<file path="src/rtl/parking_occupancy_ctrl.sv">
// ---------------------------------------------------------------------------
// parking_occupancy_ctrl
//   Gate/occupancy controller for the parking lot. It keeps the registered
//   occupancy count. It adds or subtracts one from that count through an
//   external combinational 8-bit adder_subtractor. It then sequences the
//   entry and exit barriers.
//
// Parameters
//   CAPACITY     number of slots (1..255)
//   GATE_CYCLES  cycles a barrier stays open per car (1..255)
//
// Ports
//   clk, rst              clock, synchronous active-high reset
//   entry_req, exit_req   1-cycle sensor pulses
//   as_s/as_a/as_b        operands driven to the adder (S: 0=add, 1=sub)
//   as_sum/as_cout        adder result (Cout=1 on subtract means no borrow)
//   count, free_slots     occupancy and remaining slots
//   full, empty           occupancy flags
//   entry_open/exit_open  barrier controls
//   busy                  FSM not idle; requests are dropped while high
//   reject, err           1-cycle pulses: request refused / arithmetic fault
// ---------------------------------------------------------------------------
module parking_occupancy_ctrl #(
  parameter int CAPACITY    = 200,
  parameter int GATE_CYCLES = 16
) (
  input  logic       clk,
  input  logic       rst,
  input  logic       entry_req,
  input  logic       exit_req,
  output logic       as_s,
  output logic [7:0] as_a,
  output logic [7:0] as_b,
  input  logic [7:0] as_sum,
  input  logic       as_cout,
  output logic [7:0] count,
  output logic [7:0] free_slots,
  output logic       full,
  output logic       empty,
  output logic       entry_open,
  output logic       exit_open,
  output logic       busy,
  output logic       reject,
  output logic       err
);

  localparam logic [7:0] CAP       = 8'(CAPACITY);
  localparam logic [7:0] GATE_LOAD = 8'(GATE_CYCLES - 1);

  typedef enum logic [2:0] {
    IDLE,
    ENT_CALC,
    ENT_GATE,
    EXT_CALC,
    EXT_GATE
  } state_e;

  state_e     state_q,    state_d;
  logic [7:0] count_q,    count_d;
  logic [7:0] gate_cnt_q, gate_cnt_d;
  logic       reject_q,   reject_d;
  logic       err_q,      err_d;

  // Status flags come only from the registered count.
  assign count      = count_q;
  assign full       = (count_q == CAP);
  assign empty      = (count_q == 8'd0);
  assign free_slots = CAP - count_q;
  assign reject     = reject_q;
  assign err        = err_q;

  // State register.
  // NOTE: sequential state uses non-blocking assignments so every flop
  // samples its _d value from before the edge.
  always_ff @(posedge clk) begin
    if (rst) begin
      state_q    <= IDLE;
      count_q    <= 8'd0;
      gate_cnt_q <= 8'd0;
      reject_q   <= 1'b0;
      err_q      <= 1'b0;
    end else begin
      state_q    <= state_d;
      count_q    <= count_d;
      gate_cnt_q <= gate_cnt_d;
      reject_q   <= reject_d;
      err_q      <= err_d;
    end
  end

  // Next-state logic.
  always_comb begin
    // NOTE: every signal gets a default first, so no path can infer a latch.
    state_d    = state_q;
    count_d    = count_q;
    gate_cnt_d = gate_cnt_q;
    reject_d   = 1'b0;
    err_d      = 1'b0;

    unique case (state_q)
      IDLE: begin
        // Exit wins. If both pulses arrive together, the entry is not looked
        // at, even when the exit itself is refused.
        if (exit_req) begin
          if (!empty) state_d  = EXT_CALC;
          else        reject_d = 1'b1;
        end else if (entry_req) begin
          if (!full) state_d  = ENT_CALC;
          else       reject_d = 1'b1;
        end
      end

      ENT_CALC: begin
        // A carry on count+1 means the adder result is not trustworthy.
        if (!as_cout) begin
          count_d    = as_sum;
          gate_cnt_d = GATE_LOAD;
          state_d    = ENT_GATE;
        end else begin
          err_d   = 1'b1;
          state_d = IDLE;
        end
      end

      EXT_CALC: begin
        // On subtract, Cout=1 means no borrow.
        if (as_cout) begin
          count_d    = as_sum;
          gate_cnt_d = GATE_LOAD;
          state_d    = EXT_GATE;
        end else begin
          err_d   = 1'b1;
          state_d = IDLE;
        end
      end

      ENT_GATE, EXT_GATE: begin
        if (gate_cnt_q == 8'd0) state_d = IDLE;
        else                    gate_cnt_d = gate_cnt_q - 8'd1;
      end

      default: state_d = IDLE;
    endcase
  end

  // Output decode. These outputs depend on state only.
  always_comb begin
    as_a       = count_q;
    as_s       = (state_q == EXT_CALC);
    as_b       = (state_q == ENT_CALC || state_q == EXT_CALC) ? 8'd1 : 8'd0;
    entry_open = (state_q == ENT_GATE);
    exit_open  = (state_q == EXT_GATE);
    busy       = (state_q != IDLE);
  end

endmodule

</file>
<file path="config.mk">
export PLATFORM = sky130hd
export DESIGN_NAME = parking_occupancy_ctrl
export DESIGN_NICKNAME = d
export VERILOG_FILES = /design/src/rtl/parking_occupancy_ctrl.sv
export SDC_FILE = /design/constraint.sdc
export NUM_CORES = 1
export LEC_CHECK = 0
export CAP_MARGIN = 20
export CORE_ASPECT_RATIO = 1.25
export CORE_MARGIN = 4
export CORE_UTILIZATION = 41
export DETAILED_ROUTE_END_ITERATION = 8
export PLACE_DENSITY = 0.82
export SYNTH_ARGS = -nofsm -noshare
export SYNTH_HDL_FRONTEND = slang
export SYNTH_SLANG_ARGS = --single-unit
</file>
<file path="constraint.sdc">
create_clock -name clk -period 2.3 [get_ports clk]
set_input_delay 0.46 -clock clk [delete_from_list [all_inputs] [get_ports clk]]
set_output_delay 0.46 -clock clk [all_outputs]
set_load 0.05 [all_outputs]
</file>
Word-level counts from Yosys, hierarchy flattened
Cells that the tools add are included.

operators by class
  $add $sub $neg = 2
  equality and inequality tests = 12
  multiplexer cells = 23
  bitwise operators = 1
  reduce and logical (&&, ||, !) cells = 12

operators with widths
  kind                   number
  $mux W8                5
  $pmux W8 S3            1
  $mux W3                6
  $logic_not A8 Y1       2
  $pmux W8 S2            1
  $pmux W3 S4            1
  $ne A3 B3 Y1 const B   3
  $eq A8 B8 Y1 const B   1
  $reduce_and A4 Y1      2
  $sub A8 B1 Y8 const B  1
  $sub A8 B8 Y8 const A  1
  $mux W1                7
  $eq A3 B2 Y1 const B   2
  $ne A2 B2 Y1 const B   3
  $reduce_bool A3 Y1     2
  $reduce_or A2 Y1       2
  $eq A3 B1 Y1 const B   1
  $eq A3 B3 Y1 const B   1
  $logic_not A3 Y1       1
  $reduce_and A3 Y1      1
  $mux W2                1
  $ne A2 B1 Y1 const B   1
  $pmux W1 S2            1
  $reduce_bool A2 Y1     1
  2 further kinds        2

storage, ports and cells
  flip-flop bits (word level) = 21
  bits of input ports = 13
  output and inout port bits = 40
  logic and storage cells = 55

Longest topological paths before layout
Gate-level depths: netlist of run 1.

  depth in word-level cells = 5
  gate-level depth with buffers = 6
  mapped depth without buffers = 6

Worst setup path before layout of run 1
No wires, ideal clock.

  path kind = flip-flop to output port
  from = reg count_q[0] (netlist: as_a[0])
  to = out free_slots[7]
  arrival time = 2092 ps
  data required time = 1840 ps
  slack = -252 ps
  stages on the path, launching flop included = 5
  buffers on the path = 0
  cells stage by stage = dfxtp_1 -> or3_1 -> a21oi_1 -> a21bo_2 -> xor2_1

on the way
  longest elaborated chain between the ends = 1

ends and longest elaborated chain
  what                    line  text
  start, declared         59    logic [7:0] count_q, count_d;
  start signal, assigned  84    count_q <= count_d;
  $sub A8 B8 Y8           68    assign free_slots = CAP - count_q;
  end, declared           37    output logic [7:0] free_slots,

No other way between the ends.

Final worst setup path of run 1
Same ends and word-level chain as after synthesis.

==> results of run 1 <==
flip-flops by register name, indices dropped and copies added (netlist names):
register,count
gate_cnt_q,8
state_q,3
err,1
reject,1
as_a,8
Yosys cell counts, types with 2 or more instances:
cell | instances | area [um2]
sky130_fd_sc_hd__a22oi_1 | 3 | 22.5
sky130_fd_sc_hd__nor3_1 | 6 | 30.0
sky130_fd_sc_hd__nand2_1 | 23 | 86.3
sky130_fd_sc_hd__inv_1 | 11 | 41.3
sky130_fd_sc_hd__or3_1 | 2 | 12.5
sky130_fd_sc_hd__nor3b_1 | 3 | 22.5
sky130_fd_sc_hd__and3_1 | 2 | 12.5
sky130_fd_sc_hd__nor4b_1 | 2 | 17.5
sky130_fd_sc_hd__buf_4 | 17 | 128
sky130_fd_sc_hd__nor2_1 | 4 | 15.0
sky130_fd_sc_hd__or3_2 | 3 | 22.5
sky130_fd_sc_hd__and2_1 | 2 | 12.5
sky130_fd_sc_hd__clkbuf_1 | 3 | 11.3
sky130_fd_sc_hd__a211oi_1 | 2 | 15.0
sky130_fd_sc_hd__ha_1 | 3 | 37.5
sky130_fd_sc_hd__nor4_1 | 2 | 12.5
sky130_fd_sc_hd__o21ai_0 | 4 | 20.0
sky130_fd_sc_hd__a21oi_1 | 12 | 60.1
sky130_fd_sc_hd__xnor2_1 | 7 | 61.3
sky130_fd_sc_hd__a31oi_1 | 2 | 12.5
sky130_fd_sc_hd__dfxtp_1 | 21 | 420
worst max-delay path by stage:
stage | from | to | slack [ns] | depth (start not counted)
after detailed placement | as_a[0] | free_slots[7] | 0.25 | 5
after global placement | as_a[0] | free_slots[7] | 0.26 | 5
after global routing | as_a[0] | free_slots[7] | -0.01 | 5
after floorplan | as_a[0] | free_slots[4] | -0.19 | 5
final | as_a[0] | free_slots[7] | 0.05 | 5
after CTS | state_q[0] | as_b[0] | 0.0006 | 2
per-layer routing:
metal | vias to the layer above | global-route usage | part of all wire
met5 | - | 0 | 0
met4 | 0 | 0.0356 | 0.0082
met3 | 4 | 0.0279 | 0.056
met2 | 28 | 0.266 | 0.55
met1 | 513 | 0.149 | 0.39
li1 | 568 | - | -
power groups by stage:
stage               Clock [uW]  Combinational (uW)  Sequential [uW]
floorplan                    0                 312              452
global placement             0                 472              428
detailed placement           0                 480              430
CTS                        183                 478              422
global route               199                 510              429
finish                     176                 479              423
per-stage QoR:
stage	setup TNS [ns]	instance area (um2)	hold WS [ns]
global placement	0	1660	0.461
CTS	0	1690	0.491
global route	-0.0129	1720	0.525
finish	0	1720	0.491
floorplan	-0.261	1250	0.451
detailed placement	0	1660	0.475
logic make-up (layout without fill, tap and decap cells):
kind of cell / after synthesis / in the layout / synth area share
XOR/XNOR: 8 / 8 / 0.0582
adder cells (fa/ha/maj): 3 / 3 / 0.0312
flip-flops: 21 / 21 / 0.349
AND/OR/NAND/NOR: 54 / 54 / 0.234
multiplexers: 1 / 1 / 0.00831
AO/OA/AOI/OAI: 31 / 31 / 0.164
buffers and inverters: 32 / 62 / 0.153
other: 1 / 7 / 0.00311
worst max-delay path: cells and delay by family (launching register included):
family	cells	cell delay, ns
compound gates	2	0.36
xor+xnor	1	0.19
buf+inv	1	0.16
flops	1	0.38
simple gates	1	0.41
area by class of cell:
cell class,instances,share of cell area
Multi-Input combinational cell,104,0.389
Timing Repair Buffer,47,0.298
Sequential cell,21,0.248
Tap cell,34,0.0248
Inverter,11,0.0241
Clock buffer,3,0.0131
Clock inverter,1,0.00292
timing repair:
item | CTS | global route
pin swaps | 1 | 2
setup endpoints to repair | 2 | 4
buffers inserted | 0 | 0
endpoints found under the hold margin | 0 | 0
hold buffers | 0 | 0
resized for setup | 3 | 7
==> results.txt, run 1 <==
* Outcome: finished clean
- Layout cells sized above 1: 0.171
- Summing internal, switching and leakage power gives 1080 uW.
- Worst slack at placement: 0.252 ns
- Global-route usage over all layers: 0.136
- Global-route wire length before repair: 4.26 mm
- Slew at the pin closest to its max-slew limit: 0.935 ns
* Count of placed standard cells including taps: 217
* Proportion of synthesized chip area in sequential cells: 0.349
* Combinational share of power: 0.444
- For this run, the share of the core covered by cells in the final layout is 0.622.
- Net Sw Power: 442 uW
- Final Cycle Share: 0.978
* Final cell count without fillers: 221
* Most frequent cells in the layout: 31 x sky130_fd_sc_hd__clkdlybuf4s50_1, 23 x sky130_fd_sc_hd__nand2_1, 19 x sky130_fd_sc_hd__dfxtp_1
- Buffers on Ports: 45
- Floorplan die area: 3880 um2
- After the last flow step, the layout net total stands at 204.
- Across all register-to-register paths, the minimum setup slack is 0.42 ns.
- Proportion of power drawn by the clock network: 0.163
- For the finished layout, the period the worst path requires is 2.25 ns.
- Across the VDD grid, the largest voltage drop is 0.404 mV.
* Power density relative to cell area: 628 nW/um2
- Hold_sp: gate_cnt_q[5]
- Async set-or-reset flop fraction in the synthesized netlist: 0
- The initial utilization of the core area, before any placement, comes to 0.437.
- TritonCTS built the clock tree.
- Dividing the detail-routed wire length by the instance count gives 12.7 um.
* Unique cell type count in the Yosys netlist: 38
* Wirelength, routed: 2.82 mm
- Reg2Reg Launch Point: state_q[1]
- In this run the critical register-to-register path is captured at gate_cnt_q[4].
- Fin Clk Skew: 0.0123 ns
* Number of sinks on the clock net: 21
* Sum of overflow across all layers after global routing: 0
- Register bit total from synthesis: 21
* Internal power summed over all cells: 636 uW
- Seq. cell area: 425 um2
* Number of antenna violations at the first check in global routing: 0
- The count of nets left with antenna violations once routing finished came out at 0.
* Main flop type after synthesis: sky130_fd_sc_hd__dfxtp_1
- Across the run, the number of max-cap violations was 0.
- Detailed placement finished with a half-perimeter wire length of 2.28 mm.
- Final setup violating endpoints: 0
- During I/O placement, the number of pins put on the boundary was 53.
- Number of global-route vias before repair: 993
- Synthesized instance count: 151
- The worst pin sits at a relative slew slack of 0.372.
* Path depth of the worst reg2reg path: 4
* Final worst setup slack: 0.0499 ns
* Leakage: 0.000685 uW
* Fill cell total of the finished layout: 246
* Final hold viol count: 0
- Remaining DRCs: 0
- Clock network latency to the later pin of the worst-skew pair: 0.31 ns
- Number of synthesis warnings: 0
- Critical Path, Cell by Cell: or3_4, a21oi_4, a21bo_2, xor2_2, buf_12
* Number of diodes: 0
- STA classifies the critical path startpoint as a flip-flop.
- The setup path with the least slack is of type flip-flop to output port.
- The detailed router finished its first iteration with 21 violations.
* Endpoint type of the worst setup path: output port
- DIE WIDTH: 56.5 um
- Entering global routing, the biggest net connects 13 pins.
- Most frequent standard cell in the layout excluding fill and tap cells: sky130_fd_sc_hd__clkdlybuf4s50_1
* Clock-pin slew on the worst setup and hold paths: 0.11 ns
- After detailed routing, the number of vias per cell comes to 5.04.
- Pins Over Slew Limit: 0
- Each instance of the synthesized netlist takes up on average 7.98 um2.
- The clock passes through at most 2 buffers.
* Depth of the CTS H-tree: 1
- Compared with the post-synthesis result, the final layout area differs by 42.5%.
* Site Rows: 21
* Class of the worst hold path: flip-flop to flip-flop
- Maximum clock frequency: 444 MHz
- Clock tree synthesis inserted a total of 3 buffers.
- Die height: 68.6 um
- Hold path endpoint: gate_cnt_q[5]
- Among all stages on the critical path, the largest delay is contributed by sky130_fd_sc_hd__or3_4.
* Count of vias placed by the detailed router: 1113
- Root buffer cell: sky130_fd_sc_hd__clkbuf_4
- Data on the critical path arrives at its endpoint at 1.79 ns.
- The multi-input combinational cells in the finished layout cover a total of 668 um2.
* Number of flops mapped to enable cells by yosys: 0
- Number of search-and-repair iterations in the first detailed-routing pass: 4
* Cell Area, Synth: 1200 um2
- Depth of the worst hold-timing path: 2
- In this run the standard cell core region covers 2760 um2.
- Required arrival time at the worst endpoint: 1.84 ns
- Switching share of power: 0.410
- Of the total power, registers draw 0.392.
* Max Fanout on Critical Path: 6
- For this run, the slowest stage of the critical path takes 0.41 ns.
- Final weighted congestion in routability-driven placement: 0.829
No activity file was read; power rests on OpenSTA's default activity.
==> run 2, diff against run 1 <==
--- a/config.mk
+++ b/config.mk
@@ -5,7 +5,6 @@
 export SDC_FILE = /design/constraint.sdc
 export NUM_CORES = 1
 export LEC_CHECK = 0
-export CAP_MARGIN = 20
 export CORE_ASPECT_RATIO = 1.25
 export CORE_MARGIN = 4
 export CORE_UTILIZATION = 41
==> results of run 2 <==
Same layout as run 1: the final DEF is identical, and so are final timing and power.
==> run 3, diff against run 2 <==
--- a/config.mk
+++ b/config.mk
@@ -7,9 +7,9 @@
 export LEC_CHECK = 0
 export CORE_ASPECT_RATIO = 1.25
 export CORE_MARGIN = 4
-export CORE_UTILIZATION = 41
+export CORE_UTILIZATION = 37
 export DETAILED_ROUTE_END_ITERATION = 8
-export PLACE_DENSITY = 0.82
+export PLACE_DENSITY = 0.78
 export SYNTH_ARGS = -nofsm -noshare
 export SYNTH_HDL_FRONTEND = slang
 export SYNTH_SLANG_ARGS = --single-unit
==> constraint.sdc (replaced) <==
create_clock -name clk -period 1.89 [get_ports clk]
set_input_delay 0.378 -clock clk [delete_from_list [all_inputs] [get_ports clk]]
set_output_delay 0.378 -clock clk [all_outputs]
set_load 0.05 [all_outputs]
==> results.txt, run 3 (same netlist as run 1, synthesis figures left out) <==
- Floorplan die area: 4240 um2 (+9.4%)
* Final worst setup slack: -0.193 ns (-0.243 ns)
* Global-route usage over all layers: 0.156 (+0.0196)
- TritonCTS built the clock tree.
- DIE WIDTH: 59.0 um (+4.5%)
* Final hold viol count: 0 (unchanged)
* Type of the setup path with the least slack: flip-flop to output port
- The maximum VDD drop was 0.493 mV (+22%).
- Number of antenna violations at the first check in global routing: 0 (unchanged)
* Outcome: finished, violations left
* Depth of the CTS H-tree: 1 (unchanged)
- Remaining DRCs: 0 (unchanged)
- CP arrival: 1.71 ns (-0.08 ns)
* Die height: 71.8 um (+4.6%)
- The routed wire length per instance is 14.0 um (+9.6%).
* Final Cycle Share: 1.10
- STA classifies the critical path endpoint as an output port.
- The ratio of cells with drive above 1 in the final layout is 0.390 (+0.219).
- Global-route wire length before repair: 5.12 mm (+20%)
- Relative slew slack: 0.590 (+0.217)
- The library cell used most frequently in the layout, excluding fill and tap cells, is sky130_fd_sc_hd__buf_4.
- The number of fill cells in the layout came to 234 (-4.9%).
* Pins Over Slew Limit: 0 (unchanged)
* Setup repair after global routing missed its margin: true
* Met1 capacity usage during global routing: 0.161 (+0.0119)
- Clock network latency to the later pin of the worst-skew pair: 0.31 ns (about the same)
- The clock sink count is 21 (unchanged).
- The HPWL after detailed placement is 2.45 mm (+7.5%).
- The total length of routed wires was 3.29 mm (+17%).
* CTS Buf Count: 3 (unchanged)
* Buffers on Ports: 45 (unchanged)
* Class of the worst hold path: flip-flop to flip-flop
* Placeable core region: 3030 um2 (+9.8%)
- The number of cells in the finished layout apart from fillers came to 236 (+6.8%).
- Accumulated negative setup slack: -0.743 ns (-0.743 ns)
* Maximum clock frequency: 480 MHz
- Max Fanout on Critical Path: 4 (-2)
- The register clock-pin slew on the reported worst setup and hold paths was 0.12 ns (about the same).
* Fin Clk Skew: 0.00548 ns (-0.00685 ns)
- The number of rows created at floorplan was 22 (+4.8%).
* Synth-to-layout area growth: 65.2%
* Sum of overflow across all layers after global routing: 0 (unchanged)
- Required arrival time at the worst endpoint: 1.51 ns (-0.33 ns)
* Power density relative to cell area: 724 nW/um2 (+15%)
- The top-level I/O count was 53 (unchanged).
- In this run the clock root is driven by a sky130_fd_sc_hd__clkbuf_4.
- Critical path startpoint category: flip-flop
* Final setup violating endpoints: 7 (+7)
* Via-to-Cell Ratio: 5.06 (+0.37%)
* DRT antenna net count: 0 (unchanged)
- Seq. cell area: 433 um2 (+1.8%)
- The met3 layer usage reported by global route came to 0.0270 (-0.000906).
- The effective utilization at floorplan came to 0.398 (-0.0388).
- Number of global-route vias before repair: 1124 (+13%)
- Clock buffer depth: 2 (unchanged)
- The transition time at the pin with the least slew margin was 0.610 ns (-0.325 ns).
- Final critical-path required period: 2.08 ns
- M2 GR Usage: 0.292 (+0.0265)
- Count of vias placed by the detailed router: 1193 (+7.2%)
* Area of combinational cells with multiple inputs: 778 um2 (+16%)
- The post-place setup slack is 0.0244 ns (-0.227 ns).
- Net total in the final layout: 217 (+6.4%)
* Most frequent cells in the layout: 30 x sky130_fd_sc_hd__buf_4, 22 x sky130_fd_sc_hd__nand2_1, 15 x sky130_fd_sc_hd__dfxtp_1
* Pin count of the biggest net entering global routing: 13 (unchanged)
* Layer with the highest usage: met2
- The number of diodes added for antenna fixing is 0 (unchanged).
- The detailed-router iteration count before antenna repair is 4 (unchanged).
- Leakage: 0.000834 uW (+22%)
* Final Hold Slack: 0.493 ns (+0.00130 ns)
* Count of placed standard cells including taps: 228 (+5.1%)
- DR iter-0 viols: 30 (+43%)
- Final core area utilization: 0.657 (+0.0352)
* Max-cap check violation count: 0 (unchanged)
- Failing checks: negative setup slack
- Final weighted congestion in routability-driven placement: 0.881 (+6.3%)
[run 3: cell types whose count changed in the layout (fill, tap and decap cells not counted), moves of 3 or more]
| cell | delta |
|---|---|
| sky130_fd_sc_hd__buf_4 | +22 |
| sky130_fd_sc_hd__xnor2_4 | +3 |
| sky130_fd_sc_hd__dfxtp_2 | +3 |
| sky130_fd_sc_hd__clkdlybuf4s50_1 | -17 |
| sky130_fd_sc_hd__buf_12 | +8 |
| sky130_fd_sc_hd__dfxtp_1 | -4 |
| sky130_fd_sc_hd__xnor2_1 | -3 |
[run 3: path summary, 6_finish.rpt]
check                     start       endpoint  slack [ns]  cells past startpoint
setup / recovery        as_a[1]  free_slots[7]       -0.19                      5
hold / removal    gate_cnt_q[7]  gate_cnt_q[7]        0.49                      2
setup reg to reg  gate_cnt_q[0]  gate_cnt_q[7]        0.07                      5
hold reg to reg   gate_cnt_q[7]  gate_cnt_q[7]        0.49                      2
[run 3: critical path: stages (launching register included)]
cell and delay, ns:
sky130_fd_sc_hd__dfxtp_4 0.37, sky130_fd_sc_hd__or3_4 0.39, sky130_fd_sc_hd__a21oi_4 0.13, sky130_fd_sc_hd__a21bo_2 0.19
sky130_fd_sc_hd__xor2_4 0.17, sky130_fd_sc_hd__buf_12 0.15
[run 3: power breakdown]
part           internal [uW]  total, uW  leakage [uW]  switching (uW)
logic                    304        710      0.000642             406
clock network           79.0        216     0.0000177             137
registers                474        515      0.000174            40.5
total                    857       1440      0.000834             583
[run 3: what timing repair did]
action | 4_1_cts | 5_1_grt
endpoints found under the setup margin | 7 | 13
resized for setup | 10 | 7
buffers inserted | 3 | 1
hold buffers | 0 | 0
pin swaps | 6 | 2
[run 3: layer usage]
layer | share of wire | vias up
met4 | 0.027 | 0
met3 | 0.067 | 9
met5 | 0 | -
met2 | 0.55 | 46
met1 | 0.35 | 542
li1 | - | 596
[run 3: final cells by class]
class,count,share of cell area
Sequential cell,21,0.217
Tap cell,36,0.0226
Timing Repair Buffer,60,0.334
Inverter,11,0.0207
Clock buffer,3,0.0113
Clock inverter,1,0.00251
Multi-Input combinational cell,104,0.391
[run 3: through the flow]
step	cell area (um2)	total power [uW]
after floorplan	1320	946
after global placement	1850	1180
after detailed placement	1850	1190
after CTS	1950	1420
after global routing	1990	1520
final	1990	1440
